<file path="src/rtl/led_pattern_driver.sv">
// LED bank driver: latched index + display mode (one-hot, bar, blink, chase) with tick-based animation.
// Optional brightness gating by a free-running PWM counter when LED_PWM_EN is defined.
module led_pattern_driver #(
    parameter int NUM_LEDS = 10,
    parameter int IDX_W    = 4,
    parameter int TICK_DIV = 25000000,
    parameter int PWM_BITS = 4
) (
    input  logic                clk,
    input  logic                reset,
    input  logic                load,
    input  logic [IDX_W-1:0]    led_number,
    input  logic [1:0]          mode,
    input  logic [PWM_BITS-1:0] brightness,
    output logic [NUM_LEDS-1:0] LEDR,
    output logic                range_err
);

    typedef enum logic [1:0] {
        MODE_ONEHOT = 2'd0,
        MODE_BAR    = 2'd1,
        MODE_BLINK  = 2'd2,
        MODE_CHASE  = 2'd3
    } mode_e;

    localparam int                CNT_W    = $clog2(TICK_DIV);
    localparam logic [CNT_W-1:0]  CNT_MAX  = CNT_W'(TICK_DIV - 1);
    localparam logic [IDX_W:0]    NUM_L    = (IDX_W + 1)'(NUM_LEDS);
    localparam logic [IDX_W-1:0]  POS_LAST = IDX_W'(NUM_LEDS - 1);

    function automatic logic in_range(input logic [IDX_W-1:0] idx);
        return ({1'b0, idx} < NUM_L);
    endfunction

    function automatic logic [NUM_LEDS-1:0] onehot_pat(input logic [IDX_W-1:0] idx);
        logic [NUM_LEDS-1:0] p;
        p = '0;
        for (int i = 0; i < NUM_LEDS; i++) p[i] = (idx == IDX_W'(i));
        return p;
    endfunction

    // Indices past the last LED light every bit, i.e. the bar saturates.
    function automatic logic [NUM_LEDS-1:0] bar_sat(input logic [IDX_W-1:0] top);
        logic [NUM_LEDS-1:0] p;
        p = '0;
        for (int i = 0; i < NUM_LEDS; i++) p[i] = (IDX_W'(i) <= top);
        return p;
    endfunction

    logic                vld_p0;
    logic [IDX_W-1:0]    num_p0;
    mode_e               mode_p0;
    logic [CNT_W-1:0]    cnt_p0;
    logic                phase_p0;
    logic [IDX_W-1:0]    pos_p0;
    logic                tick;
    logic                gate;
    logic [NUM_LEDS-1:0] pat;

    assign tick = (cnt_p0 == CNT_MAX);

    // Stage p0: latched request plus animation state; a load overrides any coincident tick.
    always_ff @(posedge clk or posedge reset) begin
        if (reset) begin
            vld_p0   <= 1'b0;
            num_p0   <= '0;
            mode_p0  <= MODE_ONEHOT;
            cnt_p0   <= '0;
            phase_p0 <= 1'b1;
            pos_p0   <= '0;
        end else if (load) begin
            vld_p0   <= 1'b1;
            num_p0   <= led_number;
            mode_p0  <= mode_e'(mode);
            cnt_p0   <= '0;
            phase_p0 <= 1'b1;
            pos_p0   <= in_range(led_number) ? led_number : '0;
        end else if (tick) begin
            cnt_p0   <= '0;
            phase_p0 <= ~phase_p0;
            pos_p0   <= (pos_p0 == POS_LAST) ? '0 : pos_p0 + 1'b1;
        end else begin
            cnt_p0   <= cnt_p0 + 1'b1;
        end
    end

    always_comb begin
        pat = '0;
        if (vld_p0) begin
            case (mode_p0)
                MODE_ONEHOT: pat = onehot_pat(num_p0);
                MODE_BAR:    pat = bar_sat(num_p0);
                MODE_BLINK:  pat = phase_p0 ? onehot_pat(num_p0) : '0;
                MODE_CHASE:  pat = onehot_pat(pos_p0);
                default:     pat = '0;
            endcase
        end
    end

`ifdef LED_PWM_EN
    logic [PWM_BITS-1:0] pwm_cnt;
    logic [PWM_BITS-1:0] bright_p0;

    always_ff @(posedge clk or posedge reset) begin
        if (reset) begin
            pwm_cnt   <= '0;
            bright_p0 <= '1;
        end else begin
            pwm_cnt <= pwm_cnt + 1'b1;
            if (load) bright_p0 <= brightness;
        end
    end

    // All-ones must mean fully on, which the strict compare alone cannot reach.
    assign gate = (&bright_p0) | (pwm_cnt < bright_p0);
`else
    logic brightness_unused;
    assign brightness_unused = ^brightness;
    assign gate = 1'b1;
`endif

    // Stage p1: registered LED drive and range flag.
    always_ff @(posedge clk or posedge reset) begin
        if (reset) begin
            LEDR      <= '0;
            range_err <= 1'b0;
        end else begin
            LEDR      <= pat & {NUM_LEDS{gate}};
            range_err <= ~in_range(num_p0);
        end
    end

endmodule

</file>
<file path="config.mk">
export PLATFORM = sky130hd
export DESIGN_NAME = led_pattern_driver
export DESIGN_NICKNAME = d
export VERILOG_FILES = /design/src/rtl/led_pattern_driver.sv
export SDC_FILE = /design/constraint.sdc
export NUM_CORES = 1
export LEC_CHECK = 0
export ABC_CLOCK_PERIOD_IN_PS = 1800
export CORE_ASPECT_RATIO = 0.9
export CORE_MARGIN = 2
export CORE_UTILIZATION = 28
export CTS_BUF_LIST = sky130_fd_sc_hd__clkbuf_8
export DETAILED_ROUTE_END_ITERATION = 16
export RECOVER_POWER = 50
export SYNTH_ARGS = -nofsm -noshare
export SYNTH_HDL_FRONTEND = slang
export SYNTH_SLANG_ARGS = --single-unit
</file>
<file path="constraint.sdc">
create_clock -name clk -period 1.8 [get_ports clk]
set_clock_uncertainty 0.05 [all_clocks]
set_input_delay 0.27 -clock clk [delete_from_list [all_inputs] [get_ports clk]]
set_output_delay 0.27 -clock clk [all_outputs]
set_load 0.05 [all_outputs]
</file>
# --- After elaboration in Yosys (flattened, before gate mapping) ---
# Cells that the tools add are included.
op_classes:
  n_addsub: 2
  mul: 0
  n_div: 0
  order_cmp: 12
  n_eq_ne: 22
  shifts: 0
  mux: 11
  bitwise: 2
  n_reduce_logical: 4
ops:
  columns: ["cell", "count"]
  rows:
  - ["2-to-1 mux 25 bit", 2]
  - ["case mux 10 bit (4 select lines)", 1]
  - ["equality test 4 x 3 -> 1 bit, second input constant", 8]
  - ["adder 25 x 1 -> 25 bit, second input constant", 1]
  - ["equality test 25 bit, second input constant", 1]
  - ["2-to-1 mux 10 bit", 2]
  - ["equality test 4 x 2 -> 1 bit, second input constant", 4]
  - ["equality test 4 bit, second input constant", 4]
  - ["less-or-equal comparator 3 x 4 -> 1 bit, first input constant", 4]
  - ["2-to-1 mux 4 bit", 4]
  - ["equality test 4 x 1 -> 1 bit, second input constant", 2]
  - ["less-or-equal comparator 1 x 4 -> 1 bit, first input constant", 2]
  - ["less-or-equal comparator 2 x 4 -> 1 bit, first input constant", 2]
  - ["less-or-equal comparator 4 bit, first input constant", 2]
  - ["zero test 4 bit", 2]
  - ["< comparator 4 bit, second input constant", 2]
  - ["adder 4 x 1 -> 4 bit, second input constant", 1]
  - ["equality test 2 bit, second input constant", 2]
  - ["equality test 2 x 1 -> 1 bit, second input constant", 1]
  - ["zero test 2 bit", 1]
  - ["2-to-1 mux 1 bit", 2]
  - ["NOT 1 bit", 2]
  - ["nonzero test 2 bit", 1]
totals:
  reg_bits: 48
  latchBits: 0
  mem_bits_rw: 0
  mem_bits_ro: 0
  in_bits: 13
  out_inout_bits: 11
  word_cells: 61
  memories: 0

# --- Logic depth before layout (Yosys ltp) ---
logic_depth:
  depth_word: 4
  depth_mapped: 6
  depth_no_buf: 5

# --- Worst setup path after synthesis ---
# No wires, ideal clock.
synth_timing:
  path_kind: "register -> register"
  startpoint: "register cnt_p0[0]"
  endpoint: "register pos_p0[3]"
  setup_ns: 0.126
  arrival_ns: 1.825
  required_time_ns: 1.624
  setup_slack_ns: -0.201
  stages_incl_launch_ff: 7
  cell_sequence: "dfrtp_1 ha_1 nand3_1 or4_4 buf_6 or2_4 a311o_1"
synth_via:
  elab_chain_cells: 2
synth_rtl:
  columns: ["element", "line", "source"]
  rows:
  - ["start, declared", "53", "logic [CNT_W-1:0] cnt_p0;"]
  - ["start signal, assigned", "83", "cnt_p0 <= cnt_p0 + 1'b1;"]
  - ["equality test 25 bit", "60", "assign tick = (cnt_p0 == CNT_MAX);"]
  - ["nonzero test 2 bit (no source line)", null, null]
  - ["end signal, assigned", "77", "pos_p0 <= in_range(led_number) ? led_number : '0;"]
  - ["end signal, assigned", "81", "pos_p0 <= (pos_p0 == POS_LAST) ? '0 : pos_p0 + 1'b1;"]
  - ["end, declared", "55", "logic [IDX_W-1:0] pos_p0;"]
# No other way between the ends.
# A chain may end at the register's enable or synchronous reset.

# --- Final worst setup path ---
layout_timing:
  startpoint: "register cnt_p0[15]"
  endpoint: "register cnt_p0[19]"
layout_via:
  elab_chain_cells: 3
  word_cells_on_any_way: 4
layout_rtl:
  columns: ["element", "line", "source"]
  rows:
  - ["adder 25 x 1 -> 25 bit / equality test 25 bit (equally long branches)", "83, 60", null]
  - ["2-to-1 mux 25 bit *", "78", "end else if (tick) begin"]
  - ["2-to-1 mux 25 bit *", "71", "end else if (load) begin"]
# Every way passes the cells marked *; elsewhere a longest branch is shown, timed or not.

==> flow_summary.toml <==
[run_status]
outcome = "finished with violations"
violations = "negative setup slack"

[sta]
rsz0062_at_grt = "true"
post-route-period-util_pct = 109
fin_setup_tns_ps = -2930
fin_ws_ps = -163
slew_headroom_pct = 52.4
maxSlewViolCount = 0
setup_viol = 28
max_freq_ghz = 0.509
worstMarginPinSlew_ps = 713
final-hold-violation-count = 0
fin_crit_ps = 1960

[power_and_ir_drop]
combinationalPowerShare_pct = 19.9
p_clk_share_pct = 30.1
internal-power_mw = 1.66
power_density_nw_per_um2 = 653
irDropWorstVdd_v = 0.000316
switchingPower_uw = 691
p_seq_share_pct = 50.0
swShare_pct = 29.4
total_leakage_power_nw = 1.50

[route]
firstDrtPassIters = 4
viasPerCell = 5.06
wl_per_cell_microns = 14.2
drc_errors = 0
met1Wirelength_microns = 3250
highest_layer = "met4"
drt-total-wl_microns = 6550
drtAntennaViolNets = 0
drt_iter0_drc = 200
via_count = 2334
dr_wl_met3_microns = 221
wl_met2_microns = 2960

[layout]
stdcell_count = 461
final_util_pct = 40.0
nNetsFinal = 352
areaGrowthSynthToFinish_pct = 40.5
stdcell_area_sq_um = 3600
antenna_cells = 0
drive_gt1_share_pct = 35.1

[floorplanning]
initial_core_util_pct = 28.5
rows = 33
dieArea_sq_um = 9940
die_h_microns = 94.8
die_width_microns = 105
core_area_sq_um = 9000
ios = 24

[setup_path]
cp.arrival_ps = 2140
required_ps = 1980
crit_family = "simple AND/OR/NAND/NOR gates"
rrSetupSlack_ps = -160
path_cells = "nand4_1, or4_4, buf_6, or3_4, a21oi_2"
path_max_fanout = 8
max_stage_delay_ps = 620
critPathKind = "reg2reg"
critPathCaptureType = "flip-flop"
start_kind = "flip-flop"
slowest_stage = "or4_4"
crit_buf_inv = 1

[grt]
grt_overflow_total = 0
grtUsageTotal_pct = 13.1
grt_pass1_wl_microns = 10500
grt_pass1_vias = 2183
antenna_found_initial = 0
grt_max_degree = 20

[clock_tree]
ctsHoldBuffers = 0
htreeDepth = 2
clock_latency_ps = 300
clk_pin_slew_ps = 90
cts_made_buffers = 5
cts_tree = "yes"
clock_path_buffers = 2
cts_root_buffer = "clkbuf_8"
clock_sinks = 48

[place]
place.gp.congestion = 0.826
dpl-instance-area_sq_um = 3230
dp_hpwl_microns = 4560
dp_cells = 441
portBuffers = 19

[job]
cap_viol_max_count = 0

[synthesis]
synth.distinct_cells = 57
syn_nets = 282
synth-seq-cells = 48
synth-seq-area-share_pct = 46.9
async_flop_share_pct = 100
yosys_warnings = 0
synth_edf_count = 0
avgSynthCellArea_sq_um = 9.57
synth_ff_type = "dfrtp_1"
syn_inst = 268
synth_area_sq_um = 2560

[worst_hold_path]
worstHoldPathType = "in2async"
what timing repair did:
action | CTS | global route
setup buffers | 5 | 5
gates cloned | 0 | 2
pin swaps | 1 | 19
setup endpoints to repair | 11 | 33
gates resized for setup | 7 | 45
worst paths after layout:
kind	start	depth (start not counted)	to
worst min register to register	cnt_p0[0]	2	cnt_p0[0]
worst max-delay path	cnt_p0[15]	5	cnt_p0[19]
worst max register to register	cnt_p0[15]	5	cnt_p0[19]
min in group clk	cnt_p0[0]	2	cnt_p0[0]
worst min-delay path	reset	2	cnt_p0[18]
max in group asynchronous	reset	3	cnt_p0[10]
cell type report:
class	instances	area [sq um]
Sequential cell	48	1200
Clock inverter	1	3.75
Fill cell	903	5400
Inverter	8	30.0
Multi-Input combinational cell	194	1420
Clock buffer	7	96.3
Timing Repair Buffer	81	702
Tap cell	122	153
through the flow:
step / total power, mW / hold WS [ps] / setup slack [ps]
floorplan: 1.49 / 341 / -165
global placement: 1.65 / 472 / -142
detailed placement: 1.66 / 485 / -106
CTS: 2.38 / 252 / -103
global route: 2.46 / 518 / -214
finish: 2.35 / 461 / -163
flip-flops by register name, summed over array words and instances, names as in the netlist:
| signal | flops |
|---|---|
| phase_p0 | 1 |
| LEDR | 10 |
| range_err | 1 |
| cnt_p0 | 25 |
| pos_p0 | 4 |
| mode_p0 | 2 |
| num_p0 | 4 |
| vld_p0 | 1 |
cell usage in the layout, fill, tap and decap left out, types with 3 or more instances in the layout:
master / count
a2111oi_1: 3
a21oi_1: 4
a21oi_2: 6
and2_1: 4
and3_1: 4
buf_4: 54
buf_6: 7
clkbuf_8: 7
clkdlybuf4s50_1: 12
dfrtp_1: 46
dlymetal6s2s_1: 3
inv_1: 9
mux2_2: 4
nand2_1: 11
nand2b_1: 5
nand3_1: 11
nand3_2: 3
nand4_1: 10
nor2_1: 18
nor2_2: 5
nor2b_1: 7
nor3_1: 4
nor4_1: 4
o21ai_0: 12
o31a_1: 3
o31ai_1: 6
or4_1: 4
or4_4: 6
xnor2_1: 6
xor2_1: 7
logic make-up (layout without fill, tap and decap cells):
logic type | after synthesis | after routing | share of synthesized area [%]
multiplexers | 4 | 4 | 1.76
XOR/XNOR | 13 | 13 | 4.44
AO/OA/AOI/OAI | 58 | 58 | 15.5
adder cells (fa/ha/maj) | 1 | 1 | 0.488
flip-flops | 48 | 48 | 46.9
buffers and inverters | 26 | 97 | 4.34
AND/OR/NAND/NOR | 118 | 118 | 26.6
worst reg2reg max path: stages (launching register included):
cell,delay [ps]
dfrtp_1,430
nand4_1,150
or4_4,620
buf_6,150
or3_4,350
a21oi_2,130
power groups by stage:
stage               logic [mW]  registers, mW  clock network [mW]
floorplan                0.186           1.30                   0
global placement         0.454           1.20                   0
detailed placement       0.460           1.20                   0
CTS                      0.463           1.18               0.737
global route             0.503           1.19               0.772
finish                   0.469           1.18               0.709
synth_stat cells (2+ instances only):
| master | count | area, sq um |
|---|---|---|
| nand3_1 | 14 | 70.1 |
| dfrtp_1 | 47 | 1180 |
| or4_1 | 8 | 60.1 |
| o31ai_1 | 7 | 52.6 |
| or3_1 | 2 | 12.5 |
| nor3_1 | 4 | 20.0 |
| inv_1 | 8 | 30.0 |
| o21ai_0 | 14 | 70.1 |
| nand4_1 | 10 | 62.6 |
| buf_2 | 5 | 25.0 |
| nor4b_1 | 3 | 26.3 |
| and3_1 | 5 | 31.3 |
| xnor2_1 | 6 | 52.6 |
| a2111oi_0 | 3 | 26.3 |
| and4_1 | 2 | 17.5 |
| a21oi_1 | 10 | 50.1 |
| nand2b_1 | 5 | 31.3 |
| nor2_1 | 25 | 93.8 |
| a31oi_1 | 2 | 12.5 |
| nor4_1 | 4 | 25.0 |
| a21boi_0 | 2 | 15.0 |
| clkbuf_1 | 12 | 45.0 |
| or4_4 | 2 | 22.5 |
| and2_1 | 4 | 25.0 |
| mux2_2 | 4 | 45.0 |
| xor2_1 | 7 | 61.3 |
| a311o_1 | 2 | 20.0 |
| nand2_1 | 12 | 45.0 |
| nor2b_1 | 7 | 43.8 |
| o32ai_1 | 2 | 17.5 |
| o22ai_1 | 2 | 12.5 |
| o31a_1 | 3 | 26.3 |
metal layers:
metal,vias to the layer above,track usage [%]
met3,12,2.69
li1,1130,-
met2,48,19.2
met5,-,0
met1,1144,19.1
met4,0,4.89
Note: power is estimated with default switching activity, not from simulation.
